## config.mk

```make
export PLATFORM = sky130hd
export DESIGN_NAME = alu_cmd_sequencer
export DESIGN_NICKNAME = d
export VERILOG_FILES = /design/src/rtl/alu_cmd_sequencer.sv
export SDC_FILE = /design/constraint.sdc
export NUM_CORES = 1
export LEC_CHECK = 0
export ABC_AREA = 1
export BUFFER_PORTS_ARGS = -buffer_cell sky130_fd_sc_hd__buf_2
export CAP_MARGIN = 20
export CORE_MARGIN = 10
export CORE_UTILIZATION = 50
export CTS_CLUSTER_SIZE = 25
export DETAILED_ROUTE_END_ITERATION = 10
export GPL_TIMING_DRIVEN = 0
export MAX_ROUTING_LAYER = met4
export PLACE_DENSITY = 0.75
export SLEW_MARGIN = 5
export SYNTH_ARGS = -nofsm -noshare
export SYNTH_HDL_FRONTEND = slang
export SYNTH_SLANG_ARGS = --single-unit
```

## constraint.sdc

```tcl
create_clock -name clk -period 3.9 [get_ports clk]
set_input_delay 0.39 -clock clk [delete_from_list [all_inputs] [get_ports clk]]
set_output_delay 0.39 -clock clk [all_outputs]
set_load 0.05 [all_outputs]
```

## src/rtl/alu_cmd_sequencer.sv

```systemverilog
// alu_cmd_sequencer: FIFO-buffered command issue to a combinational ALU with a valid/ready result port
module alu_cmd_sequencer #(
  parameter int WIDTH = 16,
  parameter int DEPTH = 4,
  parameter int AW    = 2
) (
  input  logic             clk,
  input  logic             reset,
  input  logic             in_valid,
  output logic             in_ready,
  input  logic [WIDTH-1:0] in_a,
  input  logic [WIDTH-1:0] in_b,
  input  logic [3:0]       in_op,
  output logic [WIDTH-1:0] alu_a,
  output logic [WIDTH-1:0] alu_b,
  output logic [3:0]       alu_op,
  input  logic [WIDTH-1:0] alu_result,
  output logic             out_valid,
  input  logic             out_ready,
  output logic [WIDTH-1:0] out_result,
  output logic             out_zero,
  output logic             out_neg,
  output logic             out_err,
  output logic             busy,
  output logic [AW:0]      fifo_count
);
  localparam logic [3:0] OP_NOP = 4'h0;
  localparam logic [3:0] OP_RST = 4'h1;
  typedef enum logic [1:0] {IDLE, EXEC, OUT} state_t;
  state_t state, state_nx;
  logic [2*WIDTH+3:0] mem [DEPTH];
  logic [AW-1:0] wr_ptr, rd_ptr;
  logic [3:0] head_op;
  logic [WIDTH-1:0] head_a, head_b, res;
  logic push, pop, issue, flush, def_op;
  assign {head_op, head_a, head_b} = mem[rd_ptr];
  assign in_ready = fifo_count != (AW+1)'(DEPTH);
  assign push = in_valid & in_ready;
  assign pop = state == IDLE && fifo_count != '0;
  assign issue = pop && head_op != OP_NOP;
  assign flush = state == EXEC && alu_op == OP_RST;
  assign def_op = alu_op inside {4'h0, 4'h1, 4'h4, 4'h5, [4'h8:4'hD]};
  assign res = (flush || !def_op) ? '0 : alu_result;
  assign busy = state != IDLE || fifo_count != '0;
  always_comb begin
    state_nx = state;
    state_nx = state == IDLE ? (issue ? EXEC : IDLE) :
               state == EXEC ? OUT : (out_ready ? IDLE : OUT);
  end
  always_ff @(posedge clk or posedge reset)
    if (reset) state <= IDLE;
    else state <= state_nx;
  always_ff @(posedge clk)
    if (push) mem[wr_ptr] <= {in_op, in_a, in_b};
  always_ff @(posedge clk or posedge reset) begin
    if (reset) begin
      wr_ptr     <= '0;
      rd_ptr     <= '0;
      fifo_count <= '0;
      alu_a      <= '0;
      alu_b      <= '0;
      alu_op     <= '0;
      out_valid  <= 1'b0;
      out_result <= '0;
      out_zero   <= 1'b0;
      out_neg    <= 1'b0;
      out_err    <= 1'b0;
    end else begin
      if (push) wr_ptr <= wr_ptr + 1'b1;
      // a flush skips the read pointer past every stored entry but keeps a same-cycle push
      rd_ptr     <= flush ? wr_ptr : pop ? rd_ptr + 1'b1 : rd_ptr;
      fifo_count <= flush ? (AW+1)'(push) : fifo_count + (AW+1)'(push) - (AW+1)'(pop);
      if (issue) begin
        alu_a  <= head_a;
        alu_b  <= head_b;
        alu_op <= head_op;
      end
      if (state == EXEC) begin
        out_valid  <= 1'b1;
        out_result <= res;
        out_zero   <= res == '0;
        out_neg    <= res[WIDTH-1];
        out_err    <= !def_op;
      end else if (state == OUT && out_ready) out_valid <= 1'b0;
    end
  end
endmodule
```

Word-level counts from Yosys, hierarchy flattened
Memories as Yosys holds them, arrays and structs flattened.
Cells that the tools add are included.
{"block": "totals", "latchBits": 0, "ramBits": 144, "out_inout_bits": 61, "reg_bits": 65, "wordCells": 55, "mem_count": 1, "inputBits": 56, "mem_bits_ro": 0}
{"block": "op_classes", "n_shift": 0, "n_lt_le_gt_ge": 2, "div": 0, "eq_ne": 6, "muxes": 12, "addsub": 4, "n_bitwise": 1, "reduce_logical": 17, "n_mul": 0}
{"name": "mem", "depth": 4, "word_bits": 36, "rd": 1, "rd_clocked_by_memory_dff": 0, "wr": 1, "line": "31", "rtl": "logic [2*WIDTH+3:0] mem [DEPTH];"}
{"operator": "$logic_not A16 Y1", "count": 1}
{"operator": "$mux W16", "count": 1}
{"operator": "$mux W2", "count": 5}
{"operator": "$eq A4 B3 Y1 const B", "count": 2}
{"operator": "$reduce_bool A2 Y1", "count": 3}
{"operator": "$logic_and A1 B1 Y1", "count": 5}
{"operator": "$mux W1", "count": 5}
{"operator": "$reduce_bool A5 Y1", "count": 1}
{"operator": "$add A2 B1 Y2 const B", "count": 2}
{"operator": "$eq A4 B1 Y1 const B", "count": 1}
{"operator": "$ge A4 B4 Y1 const B", "count": 1}
{"operator": "$le A4 B4 Y1 const B", "count": 1}
{"operator": "$logic_not A4 Y1", "count": 1}
{"operator": "$reduce_bool A4 Y1", "count": 1}
{"operator": "$add A3 B1 Y3", "count": 1}
{"operator": "$mux W3", "count": 1}
{"operator": "$ne A3 B3 Y1 const B", "count": 1}
{"operator": "$reduce_bool A3 Y1", "count": 1}
{"operator": "$sub A3 B1 Y3", "count": 1}
{"operator": "$eq A2 B1 Y1 const B", "count": 1}
{"operator": "$eq A2 B2 Y1 const B", "count": 1}
{"operator": "$logic_not A2 Y1", "count": 1}
{"operator": "$logic_or A1 B1 Y1", "count": 2}
{"operator": "$and A1 B1 Y1", "count": 1}
{"operator": "$logic_not A1 Y1", "count": 1}

Depth between registers and ports, before layout
Gate-level depths: netlist of run 1.
{"block": "depth", "word_depth": 7, "ltp_mapped": 11, "depth_no_buf": 11}

Worst setup path after synthesis of run 1
No wires, ideal clock.
{"block": "synth_timing", "kind": "reg-to-reg", "from": "register fifo_count[1]", "to": "memory mem[0][0] (netlist name) (enable)", "period_less_slack_ns": 3.476, "required_time_ns": 3.471, "n_path_buf": 0, "setup_ns": 0.429, "arrival_ns": 3.046, "slack_ns": 0.424, "path_stages_with_launch": 5, "path_cell_list": "dfrtp_1 > nor2_1 > nand2_1 > nand2_1 > nor2_1"}
{"block": "synth_between", "elab_chain_len": 4}
{"element": "from (decl)", "line": "25", "rtl": "output logic [AW:0] fifo_count"}
{"element": "from (signal assigned)", "line": "72", "rtl": "fifo_count <= flush ? (AW+1)'(push) : fifo_count + (AW+1)'(push) - (AW+1)'(pop);"}
{"element": "$ne A3 B3 Y1", "line": "37", "rtl": "assign in_ready = fifo_count != (AW+1)'(DEPTH);"}
{"element": "via in_ready", "line": "10", "rtl": "output logic in_ready,"}
{"element": "$and A1 B1 Y1", "line": "38", "rtl": "assign push = in_valid & in_ready;"}
{"element": "$mux W1", "line": "54", "rtl": "if (push) mem[wr_ptr] <= {in_op, in_a, in_b};"}
{"element": "$mux W1 (implied by the code)", "line": "54"}
{"element": "to (decl)", "line": "31"}
The timed path passes the listed nets, and every way through them passes these cells.

Worst setup path in the final report of run 1
{"block": "layout_timing", "from": "register fifo_count[1]", "to": "register fifo_count[1]"}
{"block": "layout_between", "elab_chain_len": 5, "elab_cells_between_ends": 7, "classes_between": "add/sub: 2; eq/ne: 1; mux: 1; bitwise: 1; reduce/logical: 2"}
{"element": "$ne A3 B3 Y1", "line": "37"}
{"element": "$and A1 B1 Y1", "line": "38"}
{"element": "$add A3 B1 Y3", "line": "72"}
{"element": "$sub A3 B1 Y3 (*)", "line": "72"}
{"element": "$mux W3 (*)", "line": "72"}
Mark *: on every way between the ends. The rest lies on a longest branch, timed or not.
A chain may end at the register's enable or synchronous reset.

==> results.md, run 1 <==
* Status: complete, no violations
* Layout cells sized above 1 at 0.2273
* Synth Area per Inst at 12.14 um^2
* Worst path arrival time at 2930 ps
* Fmax at 401.5 MHz
* Total Routing Usage GR at 0.1786
* Hold buffer count at CTS at 0
* CTS tree: yes
* Hold WC Path Type: in -> async
* Post-synthesis cell type count at 31
* GRT Residual Overflow at 0
* Clock sink total at 208
* Post-CTS Setup Inserts at 0
* Clock Skews at 7.809 ps
* Cts bufs inserted at 22
* Seq cells post-synth at 208
* Core ar. at 15,890 um^2
* Ys async rst share at 0.3077
* Routed WL per cell at 18.11 um
* Required time worst endpoint at 4340 ps
* Fin nets at ~870
* Post-cts repair resize count at 0
* Via count at 5,459
* Pwr Density at 942.9 nW/um^2
* EDFF count, synth at between 100 and 150
* Post-route DRC at 0
* DIE AREA at 21,690 um^2
* Leak at 4.105 nW
* Synth Warn # at 0
* Largest net degree at the start of global routing at 65
* Initial drt markers at 412
* Initial Util at 0.5099
* Max-Cap Viols at 0
* Cells after Synth at 667
* Crit path kind: reg -> reg
* Max Buffers Root-to-Sink at 3
* Placement Rows at 46
* Clk_lat worst skew at ~500 ps
* Register area share after synthesis at 0.7315
* Fin. Hold Viols at 0
* Initial antenna violation count at 5
* Tightest Pin Transition at 857.0 ps
* Die H at 147.3 um
* Worst Setup Start Kind: register
* Crit share post-route at 0.6387
* CTS Root Buffer Type: clkbuf_16
* Layout area overhead at 21.49%
* CP Capture Type: register
* Port Buffer Count at 116
* Top FF cell, synth: edfxtp_1
* Setup violators final at 0
* Net count after synthesis at 730
* Placed Area at 9094 um^2
* Peak VDD IR at 0.5524 mV
* Via/cell ratio at 5.209
* Routability congestion estimate at between 0.7 and 0.8
* Post-Place Cells at 1,003
* Vias in the first global route at 5,622
* Core Util, Final at 0.6195
* Pre-antenna DRT Iters at 5
* DRT antenna net count at 0
* Final instance area at 9841 um^2
* Reg clk slew, reported paths at 60 ps
* Worst Path Max Fanout at 9
* Fin cells at 1,048
* Die X at between 100 and 150 um
* Worst relative slew slack at 0.4273
* I/O pin count at approximately 120
* Fin. max-slew vios at 0
* First-pass GRT wire length at just over 30 mm
* DP Wirelength at 12.37 mm
* Fin crit period at 2491 ps
* Synth Cell Area at 8100 um^2
* RSZ-0062 raised after global routing: no
* Number of H-tree levels at 1
* Final Routed Wirelength at 18.98 mm
## per-stage QoR
stage	setup TNS (ps)	hold WS [ps]	power [W]	worst slack, ps
2_1_floorplan	0	480.7	0.006084	424.3
3_3_place_gp	-20280	456.6	0.007079	-264.7
3_5_place_dp	0	461.1	0.007253	1422
4_1_cts	0	67.46	0.009358	1408
5_1_grt	0	86.87	0.009862	1211
6_report	0	73.47	0.009279	1409
## cell usage in the layout (no fill, tap or decap), types with 4 or more instances in the layout
cell type	synthesis	routed
nand2_1	166	166
edfxtp_1	144	144
buf_2	10	126
nor2_1	77	73
o21ai_0	68	68
dfrtp_1	64	64
o22ai_1	32	32
nand3_1	25	25
clkbuf_16	0	23
clkbuf_1	14	21
inv_1	17	16
buf_6	6	6
o211ai_1	6	6
ha_1	6	6
diode_2	0	5
nor2_4	1	5
buf_4	4	4
a21oi_1	4	4
o21ai_1	4	4
clkbuf_8	0	4
buf_16	0	4
## power breakdown
| part | total [W] | internal, W | switching [W] | leakage [nW] |
|---|---|---|---|---|
| Combinational | 0.00391 | 0.00106 | 0.00286 | 1.64 |
| Sequential | 0.00329 | 0.00303 | 0.000254 | 2.11 |
| Clock | 0.00208 | 0.00129 | 0.000792 | 0.360 |
## sequential cells by signal (all words and copies together) (netlist names)
| signal | count |
|---|---|
| wr_ptr | 2 |
| out_result | 16 |
| out_zero | 1 |
| alu_a | 16 |
| rd_ptr | 2 |
| fifo_count | 3 |
| state | 2 |
| mem | 144 |
| out_valid | 1 |
| alu_b | 16 |
| out_err | 1 |
| alu_op | 4 |
## final timing paths
check                                         from                 endpoint  slack [ps]  depth (start not counted)
setup reg to reg           fifo_count[1]$_DFF_PP0_  fifo_count[1]$_DFF_PP0_        1410                         10
hold reg to reg               alu_b[8]$_DFFE_PP0P_     alu_b[8]$_DFFE_PP0P_         470                          2
setup / recovery           fifo_count[1]$_DFF_PP0_  fifo_count[1]$_DFF_PP0_        1410                         10
min in group clk                         out_ready       state[1]$_DFF_PP0_          80                          2
hold / removal                               reset    alu_a[13]$_DFFE_PP0P_          70                          2
max in group asynchronous                    reset    wr_ptr[1]$_DFFE_PP0P_        3290                          2
## layer usage
| layer | track usage | vias to the layer above | part of all wire |
|---|---|---|---|
| li1 | - | 2615 | - |
| met2 | 0.2804 | 201 | 0.47 |
| met1 | 0.2220 | 2609 | 0.43 |
| met5 | - | - | 0 |
| met4 | 0.05550 | 0 | 0.021 |
| met3 | 0.04853 | 34 | 0.079 |
## worst max-delay path, cell delays in order (launching register included)
cell and delay, ps:
dfrtp_1 450, nor2_1 140, nand2_1 70, nand2_1 450, ha_1 330, inv_1 50, ha_1 130, inv_1 40
fa_1 420, or2_2 290, inv_1 50
## cell families after synthesis
family / Yosys count / synth area share
flops: 208 / 0.7315
compound gates: 117 / 0.08017
simple gates: 276 / 0.1372
buf+inv: 55 / 0.03506
xor+xnor: 4 / 0.004326
fa+ha+maj: 7 / 0.01174
## area by class of cell
type                    instances  area [um^2]
plain buffers                  34        200.2
multi-input cells             404         1921
well taps                     216        270.3
clock buffers                  34        656.9
fillers                      1261         6045
repair buffers                120        690.7
diodes                          5        12.51
flip-flops and latches        208         5926
inverters                      21        86.33
clock inverters                 6        77.57
## synthesized netlist by cell type, types with 2 or more instances
| cell type | n | share of area |
|---|---|---|
| buf_2 | 10 | 0.0062 |
| nand3_1 | 25 | 0.015 |
| inv_4 | 2 | 0.0015 |
| nand2_2 | 2 | 0.0015 |
| xor2_1 | 3 | 0.0032 |
| nand3_2 | 2 | 0.0025 |
| buf_6 | 6 | 0.0083 |
| ha_1 | 6 | 0.0093 |
| o21ai_1 | 4 | 0.0025 |
| buf_4 | 4 | 0.0037 |
| inv_1 | 17 | 0.0079 |
| edfxtp_1 | 144 | 0.53 |
| a21oi_1 | 4 | 0.0025 |
| dfrtp_1 | 64 | 0.20 |
| o211ai_1 | 6 | 0.0056 |
| o21ai_0 | 68 | 0.042 |
| clkbuf_1 | 14 | 0.0065 |
| nand2_1 | 166 | 0.077 |
| nor2_1 | 77 | 0.036 |
| o22ai_1 | 32 | 0.025 |
(Power assumes the default switching activity.)
==> run 2, diff against run 1 <==
- PLACE_DENSITY: 0.75 -> 0.78
- clock period: 3.9 -> 2.1 ns (I/O delays scaled with it)
==> results.md, run 2 (synthesis gave the netlist of run 1 again) <==
* Status: complete, no violations
* Crit path kind: reg -> reg
* Max-Cap Viols at 0
* Vias in the first global route at a little over 6,000
* Clock Skews at about 9 ps
* DIE AREA at 21,690 um^2
* GRT Residual Overflow at 0
* Largest Register: mem
* CP most frequent cell: inv_2
* DP Wirelength at about 13 mm
* CP top delay family: adder cells
* CTS Root Buffer Type: clkbuf_16
* Fin. max-slew vios at 0
* Total Routing Usage GR at 0.1872
* Initial antenna violation count at 1
* Layout area overhead at 28.96%
* Pwr Density at 1676 nW/um^2
* Worst relative slew slack at 0.4372
* Peak VDD IR at between 1 and 1.5 mV
* Largest net degree at the start of global routing at 65
* Via count at about 5,800
* Fin. Hold Viols at 0
* DRT antenna net count at 0
* Hold WC Path Type: in -> reg
* Reg clk slew, reported paths at around 60 ps
* Worst hold slack at 90.66 ps
* Setup_tns at 0 ps
* # fillers at 1,167
* CP max stage cell: dfrtp_2
* Fmax at 499.4 MHz
* Required time worst endpoint at 2540 ps
* Placement Rows at 46
* Fin nets at between 900 and 1,000
* Fin crit period at 2003 ps
* Die H at 147.3 um
* Post-route DRC at 0
* Power Total at 0.01751 W
* Setup violators final at 0
* I/O pin count at 117
* WP buf/inv at 4
* Final Routed Wirelength at 20.01 mm
* Post-Place Worst Slack at -82.27 ps
* Clock sink total at 208
* Crit-path cells: nor2_2, nand2_1, nand2_2, inv_4, ha_4, inv_2, ha_4, inv_2, fa_1, or2_4, inv_2
* Initial Util at 0.5099
* Leak at 4.327 nW
* Worst Setup Start Kind: register
* Routed WL per cell at 18.18 um
* Crit share post-route at 0.9536
* Layout cells sized above 1 at 0.2398
* Cts bufs inserted at 21
* First-pass GRT wire length at 32.14 mm
* Pre-antenna DRT Iters at 5
* Core ar. at 15,890 um^2
* Die X at roughly 150 um
* Clk_lat worst skew at 490 ps
* Worst path arrival time at 2440 ps
* CP Capture Type: register
* Number of H-tree levels at 1
* Worst Path Max Fanout at 4
* CTS tree: yes
* Tightest Pin Transition at 844.1 ps
* Max incr delay on CP at 440 ps
* Via/cell ratio at 5.264
* Most frequent cells in the layout: nand2_1 (163), edfxtp_1 (144), buf_2 (126), nor2_1 (70), o21ai_0 (68)
* Max reg flops at 144
* Final Worst Setup Slack at 97.43 ps
* Max Buffers Root-to-Sink at 3
* Routability congestion estimate at 0.7870
* Port Buffer Count at 116
* Most common cell after layout, fill and taps aside: nand2_1
* Initial drt markers at about 400
-- run 2: power by group --
part,switching [W],total (W),internal [W]
clock network,0.00152,0.00376,0.00224
logic,0.00545,0.00763,0.00218
registers,0.000492,0.00612,0.00563
-- run 2: layer usage --
metal / up-vias / routed length [um] / track usage
met4: 0 / 303 / 0.05055
li1: 2729 / - / -
met3: 29 / 1423 / 0.03716
met1: 2832 / 8420 / 0.2273
met5: - / 0 / -
met2: 206 / 9865 / 0.3138
-- run 2: worst paths after layout --
check / endpoint / depth (start not counted) / slack [ps] / from
setup / recovery: fifo_count[1]$_DFF_PP0_ / 11 / 100 / fifo_count[1]$_DFF_PP0_
hold / removal: out_result[0]$_DFFE_PP0P_ / 4 / 90 / alu_result[0]
setup reg to reg: fifo_count[1]$_DFF_PP0_ / 11 / 100 / fifo_count[1]$_DFF_PP0_
hold reg to reg: alu_a[11]$_DFFE_PP0P_ / 2 / 470 / alu_a[11]$_DFFE_PP0P_
max in group asynchronous: fifo_count[2]$_DFF_PP0_ / 3 / 1060 / reset
min in group asynchronous: out_result[8]$_DFFE_PP0P_ / 3 / 450 / reset
-- run 2: worst reg2reg max path, cell delays in order, from the launching register on --
cell and delay, ps:
dfrtp_2 440, nor2_2 120, nand2_1 80, nand2_2 90, inv_4 50, ha_4 250, inv_2 40, ha_4 140
inv_2 50, fa_1 400, or2_4 250, inv_2 50
-- run 2: metrics by stage --
stage               cell area [um^2]  utilization  std cells
floorplan                       8192            -        667
global placement                9042       0.5692        999
detailed placement              9140       0.5754       1003
CTS                            10380       0.6532       1094
global route                   10450       0.6576       1101
finish                         10450       0.6576       1101
-- run 2: layout make-up --
cell class / count / area (um^2) / area share
sequential: 208 / 5929 / 0.5676
multi-input combinational: 404 / 2001 / 0.1915
timing repair buffer: 180 / 1259 / 0.1205
clock buffer: 23 / 543.0 / 0.05198
tap: 216 / 270.3 / 0.02587
buffer: 34 / 200.2 / 0.01916
clock inverter: 14 / 152.6 / 0.01461
inverter: 21 / 88.84 / 0.008504
antenna: 1 / 2.502 / 0.0002395
-- run 2: timing repair --
item,in CTS,in global routing
endpoints found under the setup margin,2,2
setup buffers,1,6
hold buffers,53,0
pin swaps,0,6
resized for setup,2,8
hold endpoints to repair,224,0
==> run 3, diff against run 2 <==
- GPL_TIMING_DRIVEN: 0 -> unset
==> results.md, run 3 (synthesis gave the netlist of run 1 again) <==
* RR Endpoint: fifo_count[1]$_DFF_PP0_
* Vias in the first global route at 5,815
* Most common cell after layout, fill and taps aside: nand2_1
* Fin. max-slew vios at 0
* Clock Skews at a little over 7 ps
* Worst relative slew slack at 0.6685
* Cts bufs inserted at 22
* R2r setup slk at approximately 53 ps
* Pwr Density at 1695 nW/um^2
* Routed WL per cell at approximately 18 um
* Peak VDD IR at 0.9781 mV
* Reg2reg start: fifo_count[1]$_DFF_PP0_
* Final instance area at 10,470 um^2
* RSZ-0062 raised after global routing: yes
* I/O pin count at ~120
* Worst path arrival time at 2490 ps
* Core Util, Final at 0.6593
* DP Wirelength at between 10 and 15 mm
* Clock sink total at around 210
* Core ar. at 15,890 um^2
* Layout area overhead at 29.30%
* Reg clk slew, reported paths at 60 ps
* First-pass GRT wire length at 30.81 mm
* Number of H-tree levels at 1
* Setup crit start: fifo_count[1]$_DFF_PP0_
* Post-route DRC at 0
* CP max stage cell: fa_1
* CP Capture Type: register
* Largest Register: mem
* Die H at between 100 and 150 um
* CTS tree: yes
* Hold WC Path Type: in -> reg
* GRT Residual Overflow at 0
* Leak at roughly 4.4 nW
* Fmax at 488.6 MHz
* Port Buffer Count at 116
* Status: complete, no violations
* Routability congestion estimate at about 0.77
* Most frequent cells in the layout: nand2_1 (164), edfxtp_1 (144), buf_2 (116), nor2_1 (71), o21ai_0 (68)
* Worst reg2reg path depth at 11
* Crit share post-route at 0.9745
* Fin crit period at 2047 ps
* Setup violators final at 0
* Via/cell ratio at 5.189
* Worst Path Max Fanout at 4
* Required time worst endpoint at between 2000 and 3000 ps
* Placed Area at 9104 um^2
* DIE AREA at 21,690 um^2
* Fin nets at 918
* Total Routing Usage GR at 0.1782
* DRT antenna net count at 0
* Fin. Hold Viols at 0
* Pre-antenna DRT Iters at 4
* Worst setup endpoint: fifo_count[1]$_DFF_PP0_
* Largest net degree at the start of global routing at 58
* CP most frequent cell: inv_2
* Layout cells sized above 1 at 0.2445
* Setup_tns at 0 ps
* Die X at 147.3 um
* Placement Rows at 46
* Max incr delay on CP at between 400 and 500 ps
* CTS Root Buffer Type: clkbuf_16
* Max reg flops at ~140
* Final Routed Wirelength at 19.40 mm
* Max Buffers Root-to-Sink at 3
* Tightest Pin Transition at 497.2 ps
* Via count at around 5,700
* Crit-path cells: buf_6, nor2_4, nand2_8, nand2_8, ha_4, inv_2, ha_4, inv_2, fa_1, or2_4, inv_2
* Initial drt markers at 340
* Initial antenna violation count at 2
* Power Total at between 0.015 and 0.02 W
* Crit path kind: reg -> reg
* Worst Setup Start Kind: register
* Initial Util at 0.5099
* Clk_lat worst skew at approximately 500 ps
* Worst hold start: alu_result[0]
* Max-Cap Viols at 0
==> run 3: critical path, delay by kind of cell, from the launching register on <==
family | cells | cell delay [ps]
and+or+nand+nor | 4 | 540
adders and majority gates | 3 | 760
DFF | 1 | 440
buffers and inverters | 4 | 260
==> run 3: layout make-up <==
cell class	count	area, um^2
Antenna cell	2	5.005
Tap cell	216	270.3
Sequential cell	208	5931
Fill cell	1196	5411
Multi-Input combinational cell	404	1991
Clock inverter	14	203.9
Inverter	21	83.83
Clock buffer	26	606.8
Timing Repair Buffer	198	1383
==> run 3: power by group <==
group	internal [W]	total, W	switching, W
combinational	0.00206	0.00733	0.00527
sequential	0.00563	0.00616	0.000532
clock	0.00268	0.00426	0.00157
==> run 3: worst min-delay path by stage <==
stage	end	slack [ps]	cells after the start
final	out_result[0]$_DFFE_PP0P_	80	4
after floorplan	state[1]$_DFF_PP0_	300	1
after global placement	out_result[7]$_DFFE_PP0P_	310	3
after CTS	out_result[0]$_DFFE_PP0P_	70	4
after global routing	out_result[0]$_DFFE_PP0P_	100	4
after detailed placement	out_result[7]$_DFFE_PP0P_	310	3
==> run 3: per-stage QoR <==
step	worst slack (ps)	std cells	hold WS, ps
floorplan	-54.14	667	300.7
global placement	114.0	993	307.2
detailed placement	53.00	993	311.6
CTS	35.98	1086	71.62
global route	-22.02	1089	97.00
finish	53.47	1089	82.47
==> run 3: timing repair <==
item,4_1_cts,5_1_grt
resized for setup,0,7
setup endpoints to repair,0,1
setup buffers,0,1
hold buffers,53,0
hold endpoints to repair,226,0
==> run 3: routing by layer <==
metal | track usage | part of all wire | vias to the layer above
li1 | - | - | 2692
met1 | 0.2206 | 0.43 | 2748
met2 | 0.2944 | 0.49 | 181
met3 | 0.03870 | 0.067 | 30
met4 | 0.04163 | 0.014 | 0
met5 | - | 0 | -
